--- config.mk ---
export PLATFORM = sky130hd
export DESIGN_NAME = banco_reg_param
export DESIGN_NICKNAME = d
export VERILOG_FILES = /design/src/rtl/banco_reg_pkg.sv /design/src/rtl/banco_reg_clr_seq.sv /design/src/rtl/banco_reg_param.sv
export SDC_FILE = /design/constraint.sdc
export NUM_CORES = 1
export LEC_CHECK = 0
export ABC_AREA = 1
export CORE_MARGIN = 4
export CORE_UTILIZATION = 39
export DETAILED_ROUTE_END_ITERATION = 8
export DONT_BUFFER_PORTS = 1
export HOLD_SLACK_MARGIN = 0.03
export PLACE_DENSITY = 0.57
export SYNTH_ARGS = -nofsm -noshare
export SYNTH_HDL_FRONTEND = slang
export SYNTH_SLANG_ARGS = --single-unit
--- constraint.sdc ---
create_clock -name clock -period 1.86 [get_ports clock]
set_clock_uncertainty 0.05 [all_clocks]
set_input_delay 0.372 -clock clock [delete_from_list [all_inputs] [get_ports clock]]
set_output_delay 0.372 -clock clock [all_outputs]
set_load 0.05 [all_outputs]
--- src/rtl/banco_reg_pkg.sv ---
// Shared types and helpers for the parameterised register bank.
package banco_reg_pkg;

    typedef enum logic {
        IDLE  = 1'b0,
        CLEAR = 1'b1
    } clr_state_t;

    function automatic int clog2(input int value);
        int result;
        result = 0;
        while ((1 << result) < value) begin
            result = result + 1;
        end
        return (result < 1) ? 1 : result;
    endfunction

endpackage

--- src/rtl/banco_reg_clr_seq.sv ---
// Sequential clear controller: walks every register index once after clr_req.
module banco_reg_clr_seq
    import banco_reg_pkg::*;
#(
    parameter int N_REGS = 16,
    parameter int ADDR_W = clog2(N_REGS)
) (
    input  logic              clock,
    input  logic              reset,
    input  logic              clr_req,
    output logic              clr_busy,
    output logic [ADDR_W-1:0] clr_idx
);

    localparam logic [ADDR_W-1:0] LAST_IDX = ADDR_W'(N_REGS - 1);

    clr_state_t        state;
    clr_state_t        state_nxt;
    logic [ADDR_W-1:0] idx;
    logic [ADDR_W-1:0] idx_nxt;

    always_ff @(posedge clock) begin
        if (reset) begin
            state <= IDLE;
            idx   <= '0;
        end else begin
            state <= state_nxt;
            idx   <= idx_nxt;
        end
    end

    always_comb begin
        state_nxt = state;
        idx_nxt   = idx;
        unique case (state)
            IDLE: begin
                if (clr_req) begin
                    state_nxt = CLEAR;
                    idx_nxt   = '0;
                end
            end
            CLEAR: begin
                if (idx == LAST_IDX) begin
                    state_nxt = IDLE;
                    idx_nxt   = '0;
                end else begin
                    idx_nxt = idx + 1'b1;
                end
            end
            default: begin
                state_nxt = IDLE;
                idx_nxt   = '0;
            end
        endcase
    end

    assign clr_busy = (state == CLEAR);
    assign clr_idx  = idx;

endmodule

--- src/rtl/banco_reg_param.sv ---
// Register bank with two bypassed read ports, load scoreboard and sequential clear.
module banco_reg_param
    import banco_reg_pkg::*;
#(
    parameter int DATA_W   = 8,
    parameter int N_REGS   = 16,
    parameter int ADDR_W   = clog2(N_REGS),
    parameter int A0_IDX   = 7,
    parameter int ZERO_REG = 0
) (
    input  logic              clock,
    input  logic              reset,
    input  logic [ADDR_W-1:0] rd_addr1,
    input  logic [ADDR_W-1:0] rd_addr2,
    output logic [DATA_W-1:0] rd_data1,
    output logic [DATA_W-1:0] rd_data2,
    output logic              rd_busy1,
    output logic              rd_busy2,
    input  logic              wr_en,
    input  logic [ADDR_W-1:0] wr_addr,
    input  logic [DATA_W-1:0] wr_data,
    input  logic              busy_set,
    input  logic [ADDR_W-1:0] busy_addr,
    input  logic              clr_req,
    output logic              clr_busy,
    output logic [DATA_W-1:0] a0_data
);

    logic [DATA_W-1:0] regs [N_REGS];
    logic [N_REGS-1:0] busy;
    logic [ADDR_W-1:0] clr_idx;
    logic              wr_ok;
    logic              set_ok;

    // Index is usable: in range and not the hardwired zero register.
    function automatic logic live(input logic [ADDR_W-1:0] addr);
        return (int'(addr) < N_REGS) && !((ZERO_REG != 0) && (addr == '0));
    endfunction

    banco_reg_clr_seq #(
        .N_REGS (N_REGS),
        .ADDR_W (ADDR_W)
    ) u_clr_seq (
        .clock    (clock),
        .reset    (reset),
        .clr_req  (clr_req),
        .clr_busy (clr_busy),
        .clr_idx  (clr_idx)
    );

    assign wr_ok  = wr_en && !clr_busy && live(wr_addr);
    assign set_ok = busy_set && !clr_busy && live(busy_addr);

    // Busy set is applied after the write clear so it wins on a collision.
    always_ff @(posedge clock) begin
        if (reset) begin
            for (int i = 0; i < N_REGS; i++) begin
                regs[i] <= '0;
            end
            busy <= '0;
        end else if (clr_busy) begin
            regs[clr_idx] <= '0;
            busy[clr_idx] <= 1'b0;
        end else begin
            if (wr_ok) begin
                regs[wr_addr] <= wr_data;
                busy[wr_addr] <= 1'b0;
            end
            if (set_ok) begin
                busy[busy_addr] <= 1'b1;
            end
        end
    end

    always_comb begin
        rd_data1 = '0;
        rd_busy1 = 1'b0;
        if (live(rd_addr1)) begin
            rd_data1 = (wr_ok && wr_addr == rd_addr1) ? wr_data : regs[rd_addr1];
            rd_busy1 = busy[rd_addr1] && !(wr_ok && wr_addr == rd_addr1);
        end
    end

    always_comb begin
        rd_data2 = '0;
        rd_busy2 = 1'b0;
        if (live(rd_addr2)) begin
            rd_data2 = (wr_ok && wr_addr == rd_addr2) ? wr_data : regs[rd_addr2];
            rd_busy2 = busy[rd_addr2] && !(wr_ok && wr_addr == rd_addr2);
        end
    end

    assign a0_data = regs[A0_IDX];

endmodule

==> results.sh, run 1 <==
export IMPL_hold_slack_ns=0.07190
export IMPL_hp_class="in2reg"
export IMPL_ys_seq_area_frac=0.4576
export IMPL_timing_final_crit_share=1.184
export IMPL_critPathMaxFanout=8
export IMPL_n_antenna_cell=0
export IMPL_ant_nets=0
export IMPL_yosysWarnings=0
export IMPL_io_buffers=0
export IMPL_vias_per_cell=5.462
export IMPL_grt_pass1_vias=8715
export IMPL_drc_errors=0
export IMPL_place_inst=1640
export IMPL_clkLatencyLatePin_ns=0.43
export IMPL_cp_end_kind="output pin"
export IMPL_required_ns=1.44
export IMPL_ys_types=32
export IMPL_maxCapViolCount=0
export IMPL_ir_drop_v=0.0006192
export IMPL_violations="negative setup slack"
export IMPL_critPathArrivalTime_ns=1.78
export IMPL_drt_initial_drc_count=980
export IMPL_root_buffer="clkbuf_16"
export IMPL_cts_tree="done"
export IMPL_max_freq_mhz=454.1
export IMPL_fp_dieH_um=162.6
export IMPL_final_max_slew_viol_count=0
export IMPL_max_slew_worst_pin_slew_ns=0.7466
export IMPL_mostFrequentLayoutCells="nand2_1, nand3_1, inv_1"
export IMPL_powerDensity_nw_per_um2=752.4
export IMPL_dpl_hpwl_mm=22.89
export IMPL_final_setup_tns_ns=-27.19
export IMPL_dieArea_sq_um=26430
export IMPL_floorplan_rows=56
export IMPL_worst_setup_path_start_kind="flop"
export IMPL_hold_viol=0
export IMPL_rsz0062_at_grt="true"
export IMPL_overflow=0
export IMPL_fin_nets=1391
export IMPL_dpl_cell_area_sq_um=10620
export IMPL_core_sq_um=23470
export IMPL_htreeDepth=4
export IMPL_numCtsBuffers=17
export IMPL_syn_nets=1340
export IMPL_synth_cells=1307
export IMPL_place_congestion=0.8909
export IMPL_grt_pass1_wl_mm=51.59
export IMPL_final_common_cell="nand2_1"
export IMPL_status="finished with violations"
export IMPL_area_growth_pct=30.19
export IMPL_clock_path_buffers=2
export IMPL_cts_sinks=149
export IMPL_synth_area_sq_um=9318
export IMPL_ys_seq_elements=149
export IMPL_num_vias=9231
export IMPL_start_util=0.3970
export IMPL_wirelength_mm=34.02
export IMPL_grt_max_degree=82
export IMPL_antenna_found_initial=0
export IMPL_setup_ws_ns=-0.3421
export IMPL_synth_area_per_cell_sq_um=7.129
export IMPL_fin_area_sq_um=12130
export IMPL_drt_pass1_iter_count=6
export IMPL_slew_headroom=0.5023
export IMPL_pin_count=56
export IMPL_drive_gt1_frac=0.2020
export IMPL_clkTransAtPathRegs_ns=0.06
export IMPL_critPathKind="reg2out"
export IMPL_layoutNonFillerInstCount=1690
export IMPL_finalSetupViolations=262
export IMPL_p_leak_nw=5.161
export IMPL_min_period_ns=2.202
export IMPL_grtUsageTotal=0.2562
export IMPL_die_x_um=162.6
export IMPL_avgRoutedWirePerCell_um=20.13
-- final timing paths --
| kind | cells after the start | slack [ns] | start | to |
|---|---|---|---|---|
| min | 2 | 0.07 | clr_req | u_clr_seq.clr_busy |
| max reg2reg | 10 | -0.15 | u_clr_seq.clr_busy | regs[12][4] |
| max | 7 | -0.34 | u_clr_seq.clr_busy | rd_data1[1] |
| min reg2reg | 2 | 0.44 | busy[15] | busy[15] |
-- layer usage --
layer  track usage  vias up  routed length, um  share of wire
met2        0.4036      493              15480           0.45
met1        0.3569     4368              14210           0.42
met3       0.06378       51               3556           0.10
met4       0.06367        0                777          0.023
met5             0        -                  0              0
li1              -     4319                  -              -
-- cells in the mapped netlist --
master | count | area share
nand2_1 | 407 | 0.16
nand3_1 | 250 | 0.13
inv_1 | 163 | 0.066
nor2_1 | 145 | 0.058
edfxtp_1 | 128 | 0.41
clkbuf_1 | 37 | 0.015
a21oi_1 | 24 | 0.013
dfxtp_1 | 21 | 0.045
buf_2 | 20 | 0.011
nand2_2 | 16 | 0.011
o211ai_1 | 16 | 0.013
buf_1 | 11 | 0.0044
o21ai_0 | 11 | 0.0059
nand4_1 | 10 | 0.0067
nor2_4 | 6 | 0.0073
o221ai_1 | 6 | 0.0056
clkinv_1 | 4 | 0.0016
ha_1 | 4 | 0.0054
inv_2 | 4 | 0.0016
nor2_2 | 3 | 0.0020
o21a_1 | 3 | 0.0024
o21ai_2 | 3 | 0.0028
o22ai_1 | 3 | 0.0020
a31oi_1 | 2 | 0.0013
nor3_1 | 2 | 0.0011
xor2_1 | 2 | 0.0019
a21oi_2 | 1 | 0.00094
buf_4 | 1 | 0.00081
buf_6 | 1 | 0.0012
nand2_4 | 1 | 0.0012
nand3_2 | 1 | 0.0011
o21ai_1 | 1 | 0.00054
-- worst max-delay path: stages (launching register included) --
cell and delay, ns:
dfxtp_4 0.35, nor2_4 0.10, buf_6 0.11, o21ai_4 0.05
a21oi_4 0.19, buf_12 0.18, nand4_1 0.14, nand2_4 0.21
-- metrics by stage --
step	power (mW)	setup WS, ns	util
after floorplan	5.007	-0.05745	-
after global placement	5.425	-0.1218	0.4525
after detailed placement	5.437	-0.1044	0.4525
after CTS	8.946	-0.3669	0.4915
after global routing	9.451	-0.4335	0.5168
final	9.127	-0.3421	0.5168
-- final cells by class --
cell class / instances / area [sq um]
Inverter: 171 / 654.4
Multi-Input combinational cell: 918 / 5011
Timing Repair Buffer: 101 / 1211
Sequential cell: 149 / 4269
Clock inverter: 8 / 60.06
Clock buffer: 24 / 525.5
Fill cell: 2268 / 11340
Tap cell: 319 / 399.1
-- what timing repair did --
item | CTS | global route
hold buffers | 1 | 0
hold endpoints to repair | 19 | 0
endpoints found under the setup margin | 18 | 260
buffers inserted | 4 | 13
resized for setup | 61 | 98
cloned | 0 | 1
pin swaps | 25 | 24
-- power breakdown --
| group | switching (mW) | internal [mW] |
|---|---|---|
| registers | 0.0492 | 3.74 |
| clock network | 1.46 | 2.00 |
| logic | 1.24 | 0.641 |
| total | 2.74 | 6.38 |
-- state kept, by name (all words and copies together), names as in the netlist --
name and count:
u_clr_seq.clr_busy 1, u_clr_seq.clr_idx 4, busy 16, regs 128
-- kinds of logic after synthesis --
family          after synthesis  share of synthesized area
compound gates               70                    0.04740
xor+xnor                      2                   0.001880
fa+ha+maj                     4                   0.005372
buf+inv                     241                     0.1010
flops                       149                     0.4576
simple gates                841                     0.3867
Power figures use the tool's default switching activity.
==> run 2: changes to the inputs <==
PLACE_DENSITY = 0.55   (was 0.57)
clock period = 2.1 ns   (was 1.86 ns; I/O delays follow)
==> run 2 against run 1 <==
  * The flow still finishes with violations (negative setup slack)
  * Utilization is 3.2 points lower
  * Clock-buffer cell count fell by 7
  * Setup slack better by 0.28 ns
  * Flip-flop and latch count is the same
  * Routed wire length is 4.0% lower
  * Via count is 2.6% lower
  * Sequential share of layout area grew 2.4 points
  * Clock power shrank 10%
  * First-iteration DRC count is 10% lower
  * Total power shrank 13%
  * Design area shrank 6.3%
  * Critical endpoint is now rd_data1[4]
==> results.sh, run 2 (synthesis results as in run 1) <==
export IMPL_ant_nets=0
export IMPL_cts_sinks=149
export IMPL_multi_input_area_sq_um=4534
export IMPL_slowest_stage="dfxtp_4"
export IMPL_antenna_found_initial=0
export IMPL_layoutNonFillerInstCount=1679
export IMPL_ir_drop_v=0.0004801
export IMPL_area_growth_pct=22.04
export IMPL_setup_ws_ns=-0.05866
export IMPL_p_total_mw=7.947
export IMPL_root_buffer="clkbuf_16"
export IMPL_n_antenna_cell=0
export IMPL_cts_tree="done"
export IMPL_die_x_um=162.6
export IMPL_fillers=2371
export IMPL_grt_pass1_vias=8584
export IMPL_seq_area_sq_um=4270
export IMPL_crit_family="simple AND/OR/NAND/NOR gates"
export IMPL_clock_path_buffers=2
export IMPL_worst_setup_path_start_kind="flop"
export IMPL_final_common_cell="nand2_1"
export IMPL_holdPathStages=2
export IMPL_timing_final_crit_share=1.028
export IMPL_cp_startpoint="u_clr_seq.clr_busy"
export IMPL_clkLatencyLatePin_ns=0.43
export IMPL_maxCapViolCount=0
export IMPL_grt_max_degree=82
export IMPL_drc_errors=0
export IMPL_pin_count=56
export IMPL_required_ns=1.63
export IMPL_hp_class="in2reg"
export IMPL_wirelength_mm=32.67
export IMPL_fin_nets=1380
export IMPL_max_freq_mhz=463.3
export IMPL_avgRoutedWirePerCell_um=19.46
export IMPL_start_util=0.3970
export IMPL_p_leak_nw=4.895
export IMPL_drt_initial_drc_count=880
export IMPL_worstPathCellList="nor2_4 > o21ai_2 > a21oi_2 > buf_6 > buf_6 > nand4_1 > nand2_4"
export IMPL_hold_end="u_clr_seq.clr_busy"
export IMPL_vias_per_cell=5.356
export IMPL_min_period_ns=2.159
export IMPL_overflow=0
export IMPL_critPathArrivalTime_ns=1.69
export IMPL_htreeDepth=4
export IMPL_drive_gt1_frac=0.1757
export IMPL_mostFrequentLayoutCells="nand2_1, nand3_1, inv_1"
export IMPL_grtUsageTotal=0.2501
export IMPL_max_stage_delay_ns=0.36
export IMPL_rsz0062_at_grt="true"
export IMPL_core_sq_um=23470
export IMPL_powerDensity_nw_per_um2=698.9
export IMPL_largest_reg_flops=128
export IMPL_clkTransAtPathRegs_ns=0.06
export IMPL_worstHoldStart="clr_req"
export IMPL_critPathKind="reg2out"
export IMPL_rr_worst_depth=7
export IMPL_hold_viol=0
export IMPL_place_congestion=0.9249
export IMPL_r2r_end="regs[8][5]"
export IMPL_fp_dieH_um=162.6
export IMPL_worst_path_buf_inv=2
export IMPL_dieArea_sq_um=26430
export IMPL_drt_pass1_iter_count=8
export IMPL_io_buffers=0
export IMPL_slew_headroom=0.5109
export IMPL_floorplan_rows=56
export IMPL_max_slew_worst_pin_slew_ns=0.7313
export IMPL_place_inst=1638
export IMPL_r2r_slack_ns=0.07
export IMPL_status="finished with violations"
export IMPL_finalSetupViolations=12
export IMPL_final_max_slew_viol_count=0
export IMPL_cp_end_kind="output pin"
export IMPL_top_register="regs"
export IMPL_r2r_start="u_clr_seq.clr_busy"
export IMPL_grt_pass1_wl_mm=50.63
export IMPL_dp_slack_ns=0.03112
export IMPL_cp_common_cell="buf_6"
export IMPL_violations="negative setup slack"
export IMPL_dpl_hpwl_mm=22.68
export IMPL_num_vias=8993
export IMPL_numCtsBuffers=17
export IMPL_critPathMaxFanout=6
==> run 2: cell types whose count changed in the layout (fill, tap and decap cells not counted), moves of 11 or more <==
cell	previous run	this run
buf_12	30	19
nand2_1	343	354
nor2_2	30	4
nor2_1	111	142
nand2_8	24	6
buf_4	55	66
nand2_2	16	42
nand2_4	42	22
==> run 2: what timing repair did <==
item | in CTS | in global routing
gates resized for setup | 24 | 57
endpoints found under the hold margin | 19 | 0
pin swaps | 20 | 17
setup buffers | 4 | 2
hold buffers | 1 | 0
endpoints found under the setup margin | 18 | 36
gates cloned | 2 | 0
==> run 2: layout make-up <==
| type | count | share of cell area |
|---|---|---|
| Inverter | 171 | 0.05689 |
| Sequential cell | 149 | 0.3756 |
| Tap cell | 319 | 0.03510 |
| Multi-Input combinational cell | 918 | 0.3988 |
| Clock buffer | 17 | 0.03741 |
| Timing Repair Buffer | 90 | 0.08187 |
| Clock inverter | 15 | 0.01441 |
==> run 2: worst max-delay path by stage <==
stage,slack (ns),endpoint,cells after the start
3_3_place_gp,0.06,regs[5][3],9
4_1_cts,-0.04,rd_data1[3],7
2_1_floorplan,0.003,rd_data1[0],8
3_5_place_dp,0.03,regs[5][3],9
5_1_grt,-0.11,rd_data1[0],7
6_report,-0.06,rd_data1[4],7
==> run 2: metal layers <==
metal  track usage  routed length, um
met2        0.3920              15060
met1        0.3436              14000
met3       0.04834               2447
met5             0                  0
met4       0.09798               1157
==> run 2: where the power goes <==
| group | leakage [nW] | internal (mW) | switching (mW) | total, mW |
|---|---|---|---|---|
| registers | 1.50 | 3.32 | 0.0459 | 3.36 |
| logic | 3.12 | 0.479 | 0.999 | 1.48 |
| clock network | 0.276 | 1.85 | 1.25 | 3.11 |
==> run 2: metrics by stage <==
stage               area, sq um  utilization  hold WS (ns)  TNS, ns
floorplan                  9490            -        0.4030        0
global placement          10440       0.4448        0.4224        0
detailed placement        10440       0.4448        0.4231        0
CTS                       11150       0.4748       0.09618  -0.4322
global route              11370       0.4844        0.1215   -1.405
finish                    11370       0.4844        0.1031  -0.3570
==> run 2: worst register-to-register path, delay by kind of cell (launching register included) <==
family,cells,cell delay (ns)
AO/OA/AOI/OAI,2,0.45
buffers and inverters,2,0.18
flip-flops,1,0.37
AND/OR/NAND/NOR,3,0.64
==> run 3: changes to the inputs <==
clock period = 2.3 ns   (was 2.1 ns; I/O delays follow)
==> run 3 against run 2 <==
  * The flow now finishes without violations
  * Clock power shrank 10%
  * Setup slack gained 0.076 ns
  * Clock-buffer cell count grew 3
  * Critical path depth grew 1
  * Combinational power shrank 7%
  * Flip-flop and latch count is the same
  * Sequential power shrank 8.6%
  * Critical path type unchanged
  * Largest cell class is now flip-flops and latches
==> results.sh, run 3 (synthesis results as in run 1) <==
export IMPL_final_common_cell="nand2_1"
export IMPL_fillers=2403
export IMPL_hp_class="in2reg"
export IMPL_min_period_ns=2.283
export IMPL_slew_headroom=0.5955
export IMPL_dpl_cell_area_sq_um=10410
export IMPL_clkLatencyLatePin_ns=0.43
export IMPL_switching_power_mw=2.053
export IMPL_fp_dieH_um=162.6
export IMPL_hold_viol=0
export IMPL_drc_errors=0
export IMPL_max_freq_mhz=438.0
export IMPL_required_ns=1.79
export IMPL_r2r_end="regs[7][6]"
export IMPL_htreeDepth=4
export IMPL_numCtsBuffers=17
export IMPL_critPathArrivalTime_ns=1.77
export IMPL_critPathKind="reg2out"
export IMPL_fin_nets=1381
export IMPL_cts_tree="done"
export IMPL_pwr_share_comb=0.190
export IMPL_cts_sinks=149
export IMPL_wirelength_mm=33.52
export IMPL_max_slew_worst_pin_slew_ns=0.6047
export IMPL_grtUsageTotal=0.2563
export IMPL_antenna_found_initial=1
export IMPL_drt_initial_drc_count=1002
export IMPL_avgRoutedWirePerCell_um=19.97
export IMPL_worst_setup_path_start_kind="flop"
export IMPL_dieArea_sq_um=26430
export IMPL_fin_area_sq_um=11180
export IMPL_busiest_layer="met2"
export IMPL_powerDensity_nw_per_um2=647.8
export IMPL_maxCapViolCount=0
export IMPL_finalSetupViolations=0
export IMPL_num_vias=9068
export IMPL_globalRouteMet1Util=0.3629
export IMPL_ant_nets=0
export IMPL_clkPwrFrac=0.387
export IMPL_clkTransAtPathRegs_ns=0.07
export IMPL_grt_pass1_vias=8545
export IMPL_start_util=0.3970
export IMPL_sw_frac_of_total=0.2836
export IMPL_n_antenna_cell=0
export IMPL_cp_end_kind="output pin"
export IMPL_r2r_slack_ns=0.12
export IMPL_grt_pass1_wl_mm=51.32
export IMPL_pin_count=56
export IMPL_cp_startpoint="u_clr_seq.clr_busy"
export IMPL_drive_gt1_frac=0.1405
export IMPL_clock_path_buffers=2
export IMPL_rsz0062_at_grt="true"
export IMPL_layoutNonFillerInstCount=1678
export IMPL_mostFrequentLayoutCells="nand2_1, nand3_1, inv_1"
export IMPL_r2r_start="u_clr_seq.clr_busy"
export IMPL_core_sq_um=23470
export IMPL_timing_final_crit_share=0.9926
export IMPL_vias_per_cell=5.404
export IMPL_p_seq_frac=0.423
export IMPL_place_inst=1639
export IMPL_die_x_um=162.6
export IMPL_status="finished, final reports clean"
export IMPL_p_total_mw=7.241
export IMPL_p_leak_nw=4.867
export IMPL_use_met2=0.3901
export IMPL_largest_reg_flops=128
export IMPL_root_buffer="clkbuf_16"
export IMPL_overflow=0
export IMPL_grt_use_met3=0.05189
export IMPL_final_max_slew_viol_count=0
export IMPL_io_buffers=0
export IMPL_p_int_mw=5.188
export IMPL_fin_util=0.4762
export IMPL_floorplan_rows=56
export IMPL_ir_drop_v=0.0005870
export IMPL_hold_slack_ns=0.04285
export IMPL_area_growth_pct=19.95
export IMPL_grt_max_degree=82
export IMPL_rr_worst_depth=10
export IMPL_critPathMaxFanout=5
export IMPL_drt_pass1_iter_count=5
export IMPL_place_congestion=0.9618
export IMPL_dpl_hpwl_mm=23.26
export IMPL_cp_endpoint="rd_data1[4]"
export IMPL_top_register="regs"
run 3: layout make-up:
cell class                      instances  area (sq um)  area share
Multi-Input combinational cell        918          4257      0.3808
Sequential cell                       149          4268      0.3818
Clock inverter                         10         133.9     0.01198
Clock buffer                           20         436.7     0.03907
Inverter                              171         641.9     0.05743
Tap cell                              319         399.1     0.03571
Timing Repair Buffer                   91          1041     0.09314
run 3: per-stage QoR:
stage | setup slack [ns] | TNS, ns
after detailed placement | -0.04727 | -1.042
after floorplan | 0.001740 | 0
after global routing | -0.07803 | -0.6541
after global placement | 0.04537 | 0
after CTS | 0.0005952 | 0
final | 0.01713 | 0
run 3: power by group through the flow:
stage / Sequential [mW] / Clock (mW) / Combinational [mW]
after floorplan: 3.13 / 0 / 0.839
after CTS: 3.07 / 2.84 / 1.34
after global placement: 3.12 / 0 / 1.30
final: 3.07 / 2.80 / 1.37
after detailed placement: 3.13 / 0 / 1.31
after global routing: 3.07 / 2.94 / 1.48
run 3: metal layers:
layer,part of all wire,up-vias
met4,0.031,2
met5,0.00060,-
met3,0.092,62
li1,-,4298
met2,0.45,452
met1,0.43,4254
run 3: what timing repair did:
item,in CTS,in global routing
gates resized for setup,7,30
pin swaps,7,7
buffers inserted,3,3
gates cloned,1,0
endpoints found under the hold margin,14,0
endpoints found under the setup margin,18,52
hold buffers,2,0
run 3: critical path, cell delays in order (launching register included):
cell	delay (ns)
dfxtp_4	0.35
nor2_4	0.14
o21ai_2	0.08
a21oi_2	0.11
buf_6	0.14
nand3_4	0.14
nand2_1	0.13
nand2_2	0.09
buf_12	0.16
run 3: worst min path at each step:
stage / start / end / slack, ns / cells after the start
6_report: reset / busy[12] / 0.04 / 1
5_1_grt: reset / u_clr_seq.clr_idx[3] / 0.03 / 1
4_1_cts: reset / busy[12] / 0.03 / 1
3_5_place_dp: busy[8] / busy[8] / 0.42 / 2
3_3_place_gp: busy[9] / busy[9] / 0.41 / 2
2_1_floorplan: busy[15] / busy[15] / 0.40 / 2
